===== config.mk =====
export PLATFORM = sky130hd
export DESIGN_NAME = motion_exec_flat
export DESIGN_NICKNAME = d
export VERILOG_FILES = /design/src/rtl/motion_exec_if.sv /design/src/rtl/motion_exec.sv /design/src/flat_wrapper.sv
export SDC_FILE = /design/constraint.sdc
export NUM_CORES = 1
export LEC_CHECK = 0
export ABC_AREA = 1
export CAP_MARGIN = 15
export CELL_PAD_IN_SITES_DETAIL_PLACEMENT = 0
export CELL_PAD_IN_SITES_GLOBAL_PLACEMENT = 1
export CORE_MARGIN = 3
export CORE_UTILIZATION = 46
export DETAILED_ROUTE_END_ITERATION = 8
export GPL_TIMING_DRIVEN = 0
export PLACE_DENSITY_LB_ADDON = 0.1
export SYNTH_ARGS = -nofsm -noshare
export SYNTH_HDL_FRONTEND = slang
export SYNTH_SLANG_ARGS = --single-unit

===== constraint.sdc =====
create_clock -name clk -period 6.1 [get_ports clk]
set_input_delay 0.61 -clock clk [delete_from_list [all_inputs] [get_ports clk]]
set_output_delay 0.61 -clock clk [all_outputs]
set_load 0.02 [all_outputs]

===== src/rtl/motion_exec_if.sv =====
// Planner-to-executor handshake: move request, per-axis direction/distance/period,
// and the completion/busy status returned to the planner.
interface motion_exec_if #(
  parameter int xy_limit  = 11,
  parameter int z_limit   = 9,
  parameter int vxy_limit = 26,
  parameter int vz_limit  = 26
);
  logic                 go;
  logic                 dirx, diry, dirz;
  logic [xy_limit-1:0]  disx, disy;
  logic [z_limit-1:0]   disz;
  logic [vxy_limit-1:0] vx, vy;
  logic [vz_limit-1:0]  vz;
  logic                 fin;
  logic                 busy;

  modport master (
    output go, dirx, diry, dirz, disx, disy, disz, vx, vy, vz,
    input  fin, busy
  );

  modport slave (
    input  go, dirx, diry, dirz, disx, disy, disz, vx, vy, vz,
    output fin, busy
  );
endinterface


===== src/rtl/motion_exec.sv =====
// Step/dir pulse executor for three stepper axes with wrap-around position tracking.
// One motion_axis per axis; a small FSM sequences IDLE -> LOAD -> RUN -> DONE.
module motion_axis #(
  parameter int DW      = 11,
  parameter int VW      = 26,
  parameter int PULSE_W = 50
) (
  input  logic          clk,
  input  logic          rst_n,
  input  logic          load,
  input  logic          run,
  input  logic          dir_in,
  input  logic [DW-1:0] dis_in,
  input  logic [VW-1:0] v_in,
  output logic          step,
  output logic          dout,
  output logic [DW-1:0] pos,
  output logic          done
);
  localparam logic [VW-1:0] MIN_P  = VW'(2 * PULSE_W);
  localparam logic [VW-1:0] HIGH_W = VW'(PULSE_W);
  localparam logic [VW-1:0] ONE_V  = VW'(1);
  localparam logic [DW-1:0] ONE_D  = DW'(1);

  logic [DW-1:0] dis_reg, n_reg, n_inc;
  logic [VW-1:0] period_reg, cnt_reg, cnt_inc;

  assign cnt_inc = cnt_reg + ONE_V;
  assign n_inc   = n_reg + ONE_D;

  always_ff @(posedge clk) begin
    if (!rst_n) begin
      dis_reg    <= '0;
      period_reg <= '0;
      cnt_reg    <= '0;
      n_reg      <= '0;
      pos        <= '0;
      dout       <= 1'b0;
      step       <= 1'b0;
      done       <= 1'b0;
    end else if (load) begin
      dis_reg    <= dis_in;
      period_reg <= (v_in < MIN_P) ? MIN_P : v_in;
      dout       <= dir_in;
      cnt_reg    <= '0;
      n_reg      <= '0;
      step       <= 1'b0;
      done       <= (dis_in == '0);
    end else if (run && !done) begin
      // End of a period: the pulse falls on the same edge the step is counted.
      if (cnt_reg == period_reg - ONE_V) begin
        cnt_reg <= '0;
        n_reg   <= n_inc;
        step    <= 1'b0;
        pos     <= dout ? pos + ONE_D : pos - ONE_D;
        done    <= (n_inc == dis_reg);
      end else begin
        cnt_reg <= cnt_inc;
        step    <= (cnt_inc >= period_reg - HIGH_W);
      end
    end else begin
      step <= 1'b0;
    end
  end
endmodule

module motion_exec #(
  parameter int xy_limit  = 11,
  parameter int z_limit   = 9,
  parameter int vxy_limit = 26,
  parameter int vz_limit  = 26,
  parameter int PULSE_W   = 50
) (
  input  logic                clk,
  input  logic                rst_n,
  motion_exec_if.slave        hs,
  output logic                stepx,
  output logic                stepy,
  output logic                stepz,
  output logic                dox,
  output logic                doy,
  output logic                doz,
  output logic [xy_limit-1:0] posx,
  output logic [xy_limit-1:0] posy,
  output logic [z_limit-1:0]  posz
);
  typedef enum logic [1:0] {IDLE, LOAD, RUN, DONE} state_t;

  state_t state_reg;
  logic   fin_reg, busy_reg;
  logic   load, run, done_x, done_y, done_z, all_done;

  // Dropping go mid-move stops the axes on the very edge the FSM leaves RUN.
  assign load     = (state_reg == LOAD);
  assign run      = (state_reg == RUN) && hs.go;
  assign all_done = done_x && done_y && done_z;
  assign hs.fin   = fin_reg;
  assign hs.busy  = busy_reg;

  motion_axis #(.DW(xy_limit), .VW(vxy_limit), .PULSE_W(PULSE_W)) u_axis_x (
    .clk(clk), .rst_n(rst_n), .load(load), .run(run),
    .dir_in(hs.dirx), .dis_in(hs.disx), .v_in(hs.vx),
    .step(stepx), .dout(dox), .pos(posx), .done(done_x)
  );

  motion_axis #(.DW(xy_limit), .VW(vxy_limit), .PULSE_W(PULSE_W)) u_axis_y (
    .clk(clk), .rst_n(rst_n), .load(load), .run(run),
    .dir_in(hs.diry), .dis_in(hs.disy), .v_in(hs.vy),
    .step(stepy), .dout(doy), .pos(posy), .done(done_y)
  );

  motion_axis #(.DW(z_limit), .VW(vz_limit), .PULSE_W(PULSE_W)) u_axis_z (
    .clk(clk), .rst_n(rst_n), .load(load), .run(run),
    .dir_in(hs.dirz), .dis_in(hs.disz), .v_in(hs.vz),
    .step(stepz), .dout(doz), .pos(posz), .done(done_z)
  );

  always_ff @(posedge clk) begin
    if (!rst_n) begin
      state_reg <= IDLE;
      fin_reg   <= 1'b0;
      busy_reg  <= 1'b0;
    end else begin
      case (state_reg)
        IDLE: begin
          fin_reg <= 1'b0;
          if (hs.go) begin
            state_reg <= LOAD;
            busy_reg  <= 1'b1;
          end else begin
            busy_reg <= 1'b0;
          end
        end
        LOAD: begin
          if (!hs.go) begin
            state_reg <= IDLE;
            busy_reg  <= 1'b0;
          end else begin
            state_reg <= RUN;
          end
        end
        RUN: begin
          if (!hs.go) begin
            state_reg <= IDLE;
            busy_reg  <= 1'b0;
          end else if (all_done) begin
            state_reg <= DONE;
            busy_reg  <= 1'b0;
            fin_reg   <= 1'b1;
          end
        end
        DONE: begin
          // Only a go low level re-arms the FSM; fin stays up until then.
          if (!hs.go) begin
            state_reg <= IDLE;
            fin_reg   <= 1'b0;
          end
        end
        default: begin
          state_reg <= IDLE;
          fin_reg   <= 1'b0;
          busy_reg  <= 1'b0;
        end
      endcase
    end
  end
endmodule


===== src/flat_wrapper.sv =====
// flat-port wrapper written by rule: the top's interface ports become plain ports
module motion_exec_flat 
#(
  parameter int xy_limit  = 11,
  parameter int z_limit   = 9,
  parameter int vxy_limit = 26,
  parameter int vz_limit  = 26,
  parameter int PULSE_W   = 50
)
  (clk, rst_n, stepx, stepy, stepz, dox, doy, doz, posx, posy, posz, hs_go, hs_dirx, hs_diry, hs_dirz, hs_disx, hs_disy, hs_disz, hs_vx, hs_vy, hs_vz, hs_fin, hs_busy);
  motion_exec_if #(.xy_limit(xy_limit), .z_limit(z_limit), .vxy_limit(vxy_limit), .vz_limit(vz_limit)) hs_i ();
  input  logic clk;
  input  logic rst_n;
  output logic stepx;
  output logic stepy;
  output logic stepz;
  output logic dox;
  output logic doy;
  output logic doz;
  output logic [xy_limit-1:0] posx;
  output logic [xy_limit-1:0] posy;
  output logic [z_limit-1:0] posz;
  input wire logic [$bits(hs_i.go)-1:0] hs_go;
  input wire logic [$bits(hs_i.dirx)-1:0] hs_dirx;
  input wire logic [$bits(hs_i.diry)-1:0] hs_diry;
  input wire logic [$bits(hs_i.dirz)-1:0] hs_dirz;
  input wire logic [$bits(hs_i.disx)-1:0] hs_disx;
  input wire logic [$bits(hs_i.disy)-1:0] hs_disy;
  input wire logic [$bits(hs_i.disz)-1:0] hs_disz;
  input wire logic [$bits(hs_i.vx)-1:0] hs_vx;
  input wire logic [$bits(hs_i.vy)-1:0] hs_vy;
  input wire logic [$bits(hs_i.vz)-1:0] hs_vz;
  output wire logic [$bits(hs_i.fin)-1:0] hs_fin;
  output wire logic [$bits(hs_i.busy)-1:0] hs_busy;
  assign hs_i.go = hs_go;
  assign hs_i.dirx = hs_dirx;
  assign hs_i.diry = hs_diry;
  assign hs_i.dirz = hs_dirz;
  assign hs_i.disx = hs_disx;
  assign hs_i.disy = hs_disy;
  assign hs_i.disz = hs_disz;
  assign hs_i.vx = hs_vx;
  assign hs_i.vy = hs_vy;
  assign hs_i.vz = hs_vz;
  assign hs_fin = hs_i.fin;
  assign hs_busy = hs_i.busy;
  motion_exec #(.xy_limit(xy_limit), .z_limit(z_limit), .vxy_limit(vxy_limit), .vz_limit(vz_limit), .PULSE_W(PULSE_W)) u_core (.clk(clk), .rst_n(rst_n), .hs(hs_i), .stepx(stepx), .stepy(stepy), .stepz(stepz), .dox(dox), .doy(doy), .doz(doz), .posx(posx), .posy(posy), .posz(posz));
endmodule

# --- After elaboration in Yosys (flattened, before gate mapping) ---
# Index checks and enable logic that the tools add are counted.
word_totals:
  register_bits: 262
  elab_cells: 140
classes:
  n_addsub: 18
  n_lt_le_gt_ge: 6
  eq_ne: 15
  muxes: 32
  bitwise_logic: 5
  n_reduce_logical: 37
ops:
  columns: ["operator", "n"]
  rows:
  - ["26-bit two-way mux", 6]
  - ["26-bit by 1-bit adder with 26-bit output, second input constant", 3]
  - ["26-bit == test", 3]
  - ["26-bit greater-or-equal comparator", 3]
  - ["26-bit by 7-bit less-than comparator with 1-bit output, second input constant", 3]
  - ["26-bit by 1-bit subtractor with 26-bit output, second input constant", 3]
  - ["26-bit by 6-bit subtractor with 26-bit output, second input constant", 3]
  - ["11-bit by 1-bit adder with 11-bit output, second input constant", 4]
  - ["11-bit == test", 2]
  - ["11-bit logical NOT", 2]
  - ["11-bit two-way mux", 2]
  - ["11-bit by 1-bit subtractor with 11-bit output, second input constant", 2]
  - ["9-bit by 1-bit adder with 9-bit output, second input constant", 2]
  - ["1-bit two-way mux", 15]
  - ["3-bit AND reduction", 5]
  - ["2-bit AND reduction", 6]
  - ["2-bit nonzero test", 6]
  - ["4-bit OR reduction", 3]
  - ["2-bit two-way mux", 5]
  - ["9-bit == test", 1]
  - ["9-bit logical NOT", 1]
  - ["9-bit two-way mux", 1]
  - ["9-bit by 1-bit subtractor with 9-bit output, second input constant", 1]
  - ["2-bit != test, second input constant", 4]
  - ["other kinds (13)", 27]

# --- Logic depth before layout (Yosys ltp) ---
logic_depth:
  word_depth: 5
  mapped_depth: 22

# --- Modules after synthesis ---
# A second synthesis with hierarchy kept.
unflattened:
  hier_cells: 3286
  area_unflattened_um2: 21070.2
by_module_without_submodules:
  columns: ["mod", "n_inst", "cells_each", "area_per_inst_um2"]
  rows:
  - ["motion_axis (u_core.u_axis_y)", 1, 1154, 7243.2]
  - ["motion_axis (u_core.u_axis_x)", 1, 1074, 7055.5]
  - ["motion_axis (u_core.u_axis_z)", 1, 1016, 6487.5]
  - ["motion_exec", 1, 42, 284.0]

# --- Least setup slack after synthesis ---
# OpenSTA, ideal clock, no wires.
synth_timing:
  kind: "reg-to-reg"
  start: "register u_core.u_axis_x.cnt_reg[0]"
  end: "register u_core.u_axis_x.step"
  setup_time_ps: 113
  arrival_time_ps: 2843
  required_time_ps: 5987
  path_slack_ps: 3144
  path_stages_with_launch: 21
  path_buffers: 0
  cell_sequence: "dfxtp_1 > ha_1 > nand3_1 > nor2_1 > inv_1 > nor2_1 > nand4_1 > nor2_1 > nand3_1 > nor2_1 > nand2_1 > xor2_1 > inv_2 > ha_1 > nand2_1 > o21bai_1 > a21oi_1 > a2111oi_0 > nand3_1 > nor2_1 > nor2_1"
synth_via:
  elab_chain_cells: 2
synth_lines:
  columns: ["element", "line_no", "text"]
  rows:
  - ["start, declared", "motion_exec.sv:26", "logic [VW-1:0] period_reg, cnt_reg, cnt_inc;"]
  - ["start signal, assigned", "motion_exec.sv:58", "cnt_reg <= cnt_inc;"]
  - ["26-bit by 1-bit adder with 26-bit output / 26-bit == test (equally long branches)", "motion_exec.sv:28, motion_exec.sv:51", null]
  - ["26-bit greater-or-equal comparator / 4-bit OR reduction (equally long branches)", null, null]
  - ["end signal, assigned", "motion_exec.sv:59", "step <= (cnt_inc >= period_reg - HIGH_W);"]
  - ["end, declared", "motion_exec.sv:15", "output logic step,"]
# Parallel ways exist; a longest one is shown, timed or not.
# A chain may end at the register's enable or synchronous reset.

# --- Final worst setup path ---
layout_timing:
  start: "register u_core.u_axis_z.cnt_reg[1]"
  end: "register u_core.u_axis_z.step"
layout_via:
  elab_chain_cells: 2
layout_lines:
  columns: ["element", "line_no"]
  rows:
  - ["start, declared", "motion_exec.sv:26"]
  - ["start signal, assigned", "motion_exec.sv:58"]
  - ["26-bit by 1-bit adder with 26-bit output / 26-bit == test (equally long branches)", "motion_exec.sv:28, motion_exec.sv:51"]
  - ["26-bit greater-or-equal comparator / 4-bit OR reduction (equally long branches)", null]
  - ["end signal, assigned", "motion_exec.sv:59"]
  - ["end, declared", "motion_exec.sv:15"]
# Parallel ways exist; a longest one is shown, timed or not.

==> summary.md <==
| Metric | Value |
|---|---|
| Post-synth net total | `3429` |
| Per-cell routed wire length | `18.69 microns` |
| Initial Utilization | `47.18%` |
| Shortest period the worst path allows | `4234 ps` |
| Top cells by area, synth | `dfxtp_1, nand2_1, xor2_1, nand3_1, ha_1` |
| Hold Vio Cnt, Final | `0` |
| Largest net degree at the start of global routing | `13` |
| GR Overflow Total | `0` |
| Status | `complete, no violations` |
| WP data arrival | `between 4000 and 5000 ps` |
| Initial antenna violation count | `1` |
| Gate count after technology mapping | `3191` |
| Mean Syn Cell Area | `6.454 sq um` |
| Initial DRT Pass Iterations | `6` |
| Final count of pins violating max slew | `0` |
| Placed Cells | `3929` |
| Seq pwr share | `22.5%` |
| Post-CTS sizing | `0` |
| DRT iter0 DRCs | `1643` |
| Via Count | `around 22000` |
| Num Clock Sinks | `262` |
| Clk buf depth | `3` |
| Post-synth top area share | `about a quarter` |
| Worst-path clk slew | `roughly 60 ps` |
| CP endpoint kind | `flip-flop` |
| I/O pins | `154` |
| Post-DP HPWL | `roughly 60 mm` |
| Static Leak | `0.01074 uW` |
| Register area share after synthesis | `25.47%` |
| Netlist Area Pre-Place | `20590 sq um` |
| RSZ-0062 raised after global routing | `no` |
| Most used DFF post-synth | `dfxtp_1` |
| Die area | `47340 sq um` |
| Vias in the first global route | `20566` |
| IO Port Bufs | `roughly 150` |
| Row cnt | `76` |
| Slew @ Worst Pin | `940.8 ps` |
| Yosys top cell by area | `dfxtp_1` |
| Async SR Flop Fraction | `0%` |
| WL met3 | `5.919 mm` |
| CP Max Fanout | `5` |
| Hold Path Depth | `2` |
| Hold_sp | `u_core.u_axis_z.dis_reg[2]$_SDFFE_PN0P_` |
| P_sw | `4591 uW` |
| TritonCTS clock tree | `done` |
| Post-synth EDFFs | `0` |
| # hold bufs at CTS | `0` |
| NumNets Final | `3619` |
| Combinational share of power | `a little over half` |
| Max transition margin | `37.28%` |
| # setup viols final | `0` |
| Metal1 wirelength | `roughly 34 mm` |
| Synth Register Bits | `~260` |
| Synth-to-Final Area Change | `16.65%` |
| Warnings, synthesis | `0` |
| Core ar. | `43650 sq um` |
| Post-synthesis cell type count | `62` |
| Vias per cell | `5.423` |
| Final ANT Viol Nets | `0` |
| First-pass GRT wire length | `114.5 mm` |
| WL final | `74.66 mm` |
| Clock Power Share | `22.9%` |
| FMAX | `0.2362 GHz` |
| DRC | `0` |
| Die Ht | `217.6 microns` |
| Placed inst area | `22860 sq um` |
| Final TNS setup | `0 ps` |
| Worst VDD drop | `0.2522 mV` |
| DR top layer | `met4` |
| Post-route design area | `between 20000 and 25000 sq um` |
| Crit path launch type | `flip-flop` |
| Net Sw Frac | `around half` |
| Clk Latency, worst-skew pair | `570 ps` |
| Final core occ | `55.04%` |
| Tot GR Track Use | `roughly 31%` |
| Clock Root Buffer | `clkbuf_16` |
| Number of max-cap violations | `0` |
| CTS buffer count | `35` |
| Post-CTS Setup Inserts | `0` |
| Crit Path Category | `reg -> reg` |
| RePlAce Congestion | `approximately 0.99` |
| Final Cycle Share | `69.40%` |
| Clock H-tree levels | `2` |
| Hold WC Path Type | `reg -> reg` |
| Min-Delay Endpoint | `u_core.u_axis_z.dis_reg[2]$_SDFFE_PN0P_` |
| Layout Cells excl Fill | `approximately 4000` |
| Pwr Density | `389.4 nW/um^2` |
| Post-Route Skew | `16.78 ps` |
| DR WL met2 | `32.87 mm` |
| Share of cells above drive strength 1 | `5.869%` |
| Width of the die | `217.6 microns` |
| Post-synth top cells | `nand2_1, inv_1, nand3_1` |
| Most numerous cell in the Yosys netlist | `nand2_1` |
| Critical R2R Capture | `u_core.u_axis_z.step$_SDFF_PP0_` |
| Critical R2R Launch | `u_core.u_axis_z.cnt_reg[1]$_SDFFE_PP0P_` |
| WP data required | `6550 ps` |
| Worst r2r path cells | `21` |
| Worst R2R Setup Slack | `1870 ps` |
| P_int | `4764 uW` |
-- metal layers --
| layer | track usage [%] | up-vias |
|---|---|---|
| li1 | - | 10765 |
| met2 | 49.70 | 725 |
| met4 | 9.524 | 0 |
| met5 | 0 | - |
| met3 | 5.657 | 126 |
| met1 | 41.84 | 10042 |
-- how the worst max path moves through the flow --
stage | slack (ps) | cells past startpoint | endpoint | start
6_report | 1870 | 21 | u_core.u_axis_z.step$_SDFF_PP0_ | u_core.u_axis_z.cnt_reg[1]$_SDFFE_PP0P_
5_1_grt | 1440 | 21 | u_core.u_axis_z.step$_SDFF_PP0_ | u_core.u_axis_z.cnt_reg[1]$_SDFFE_PP0P_
4_1_cts | 1930 | 21 | u_core.u_axis_z.step$_SDFF_PP0_ | u_core.u_axis_z.cnt_reg[1]$_SDFFE_PP0P_
3_5_place_dp | 1940 | 21 | u_core.u_axis_z.step$_SDFF_PP0_ | u_core.u_axis_z.cnt_reg[1]$_SDFFE_PP0P_
3_3_place_gp | 1960 | 21 | u_core.u_axis_z.step$_SDFF_PP0_ | u_core.u_axis_z.cnt_reg[1]$_SDFFE_PP0P_
2_1_floorplan | 3140 | 20 | u_core.u_axis_x.step$_SDFF_PP0_ | u_core.u_axis_x.cnt_reg[0]$_SDFFE_PP0P_
-- critical path, cell delays in order (launching register included) --
cell and delay [ps]:
dfxtp_1 400, ha_1 220, nand2_1 100, nor3_2 240, nand3_1 160, nor2_1 300
nand2_1 130, nor2_1 250, nand2_1 100, nor2_1 300, nand3_1 110, nand2_1 90
clkinv_1 80, ha_1 290, nand2_1 80, nor2_1 70, inv_1 80, a21oi_1 70
a2111oi_0 460, o21ai_0 160, a21oi_1 310, nor2_1 100
-- through the flow --
step,hold slack (ps),power (uW),setup WS [ps]
2_1_floorplan,435.7,5730,3144
3_3_place_gp,452.2,7089,1955
3_5_place_dp,453.5,7154,1938
4_1_cts,462.8,9319,1926
5_1_grt,499.9,10080,1443
6_report,461.9,9355,1866
-- kinds of logic after synthesis --
kind of cell             count (synthesis)  share of synthesized area, %
AO/OA/AOI/OAI                          386                         10.24
XOR/XNOR                               237                         10.15
flip-flops                             262                         25.47
AND/OR/NAND/NOR                       1690                         37.07
adder cells (fa/ha/maj)                123                         7.582
buffers and inverters                  493                         9.484
-- layout make-up --
cell class | instances | area, sq um
antenna | 1 | 2.502
buffer | 98 | 470.5
clock buffer | 49 | 998.5
clock inverter | 15 | 165.2
fill | 4439 | 19620
inverter | 395 | 1483
multi-input combinational | 2436 | 13400
sequential | 262 | 5245
tap | 585 | 732.0
timing repair buffer | 153 | 1531
-- power groups by stage --
| stage | sequential, uW | combinational, uW | clock, uW |
|---|---|---|---|
| 2_1_floorplan | 2070 | 3660 | 0 |
| 3_3_place_gp | 2130 | 4960 | 0 |
| 3_5_place_dp | 2130 | 5020 | 0 |
| 4_1_cts | 2100 | 5050 | 2170 |
| 5_1_grt | 2120 | 5710 | 2240 |
| 6_report | 2110 | 5110 | 2140 |
-- placed cells by master, fill, tap and decap left out, types with 35 or more instances in the layout --
cell type,n
clkbuf_16,35
xnor2_1,50
dfxtp_1,262
nand2_1,809
inv_1,375
a21oi_1,191
nor3_1,52
nand3_1,310
ha_1,120
o21ai_0,112
xor2_1,185
nand4_1,64
clkdlybuf4s50_1,153
clkbuf_1,75
nor2_1,307
(Power assumes the default switching activity.)
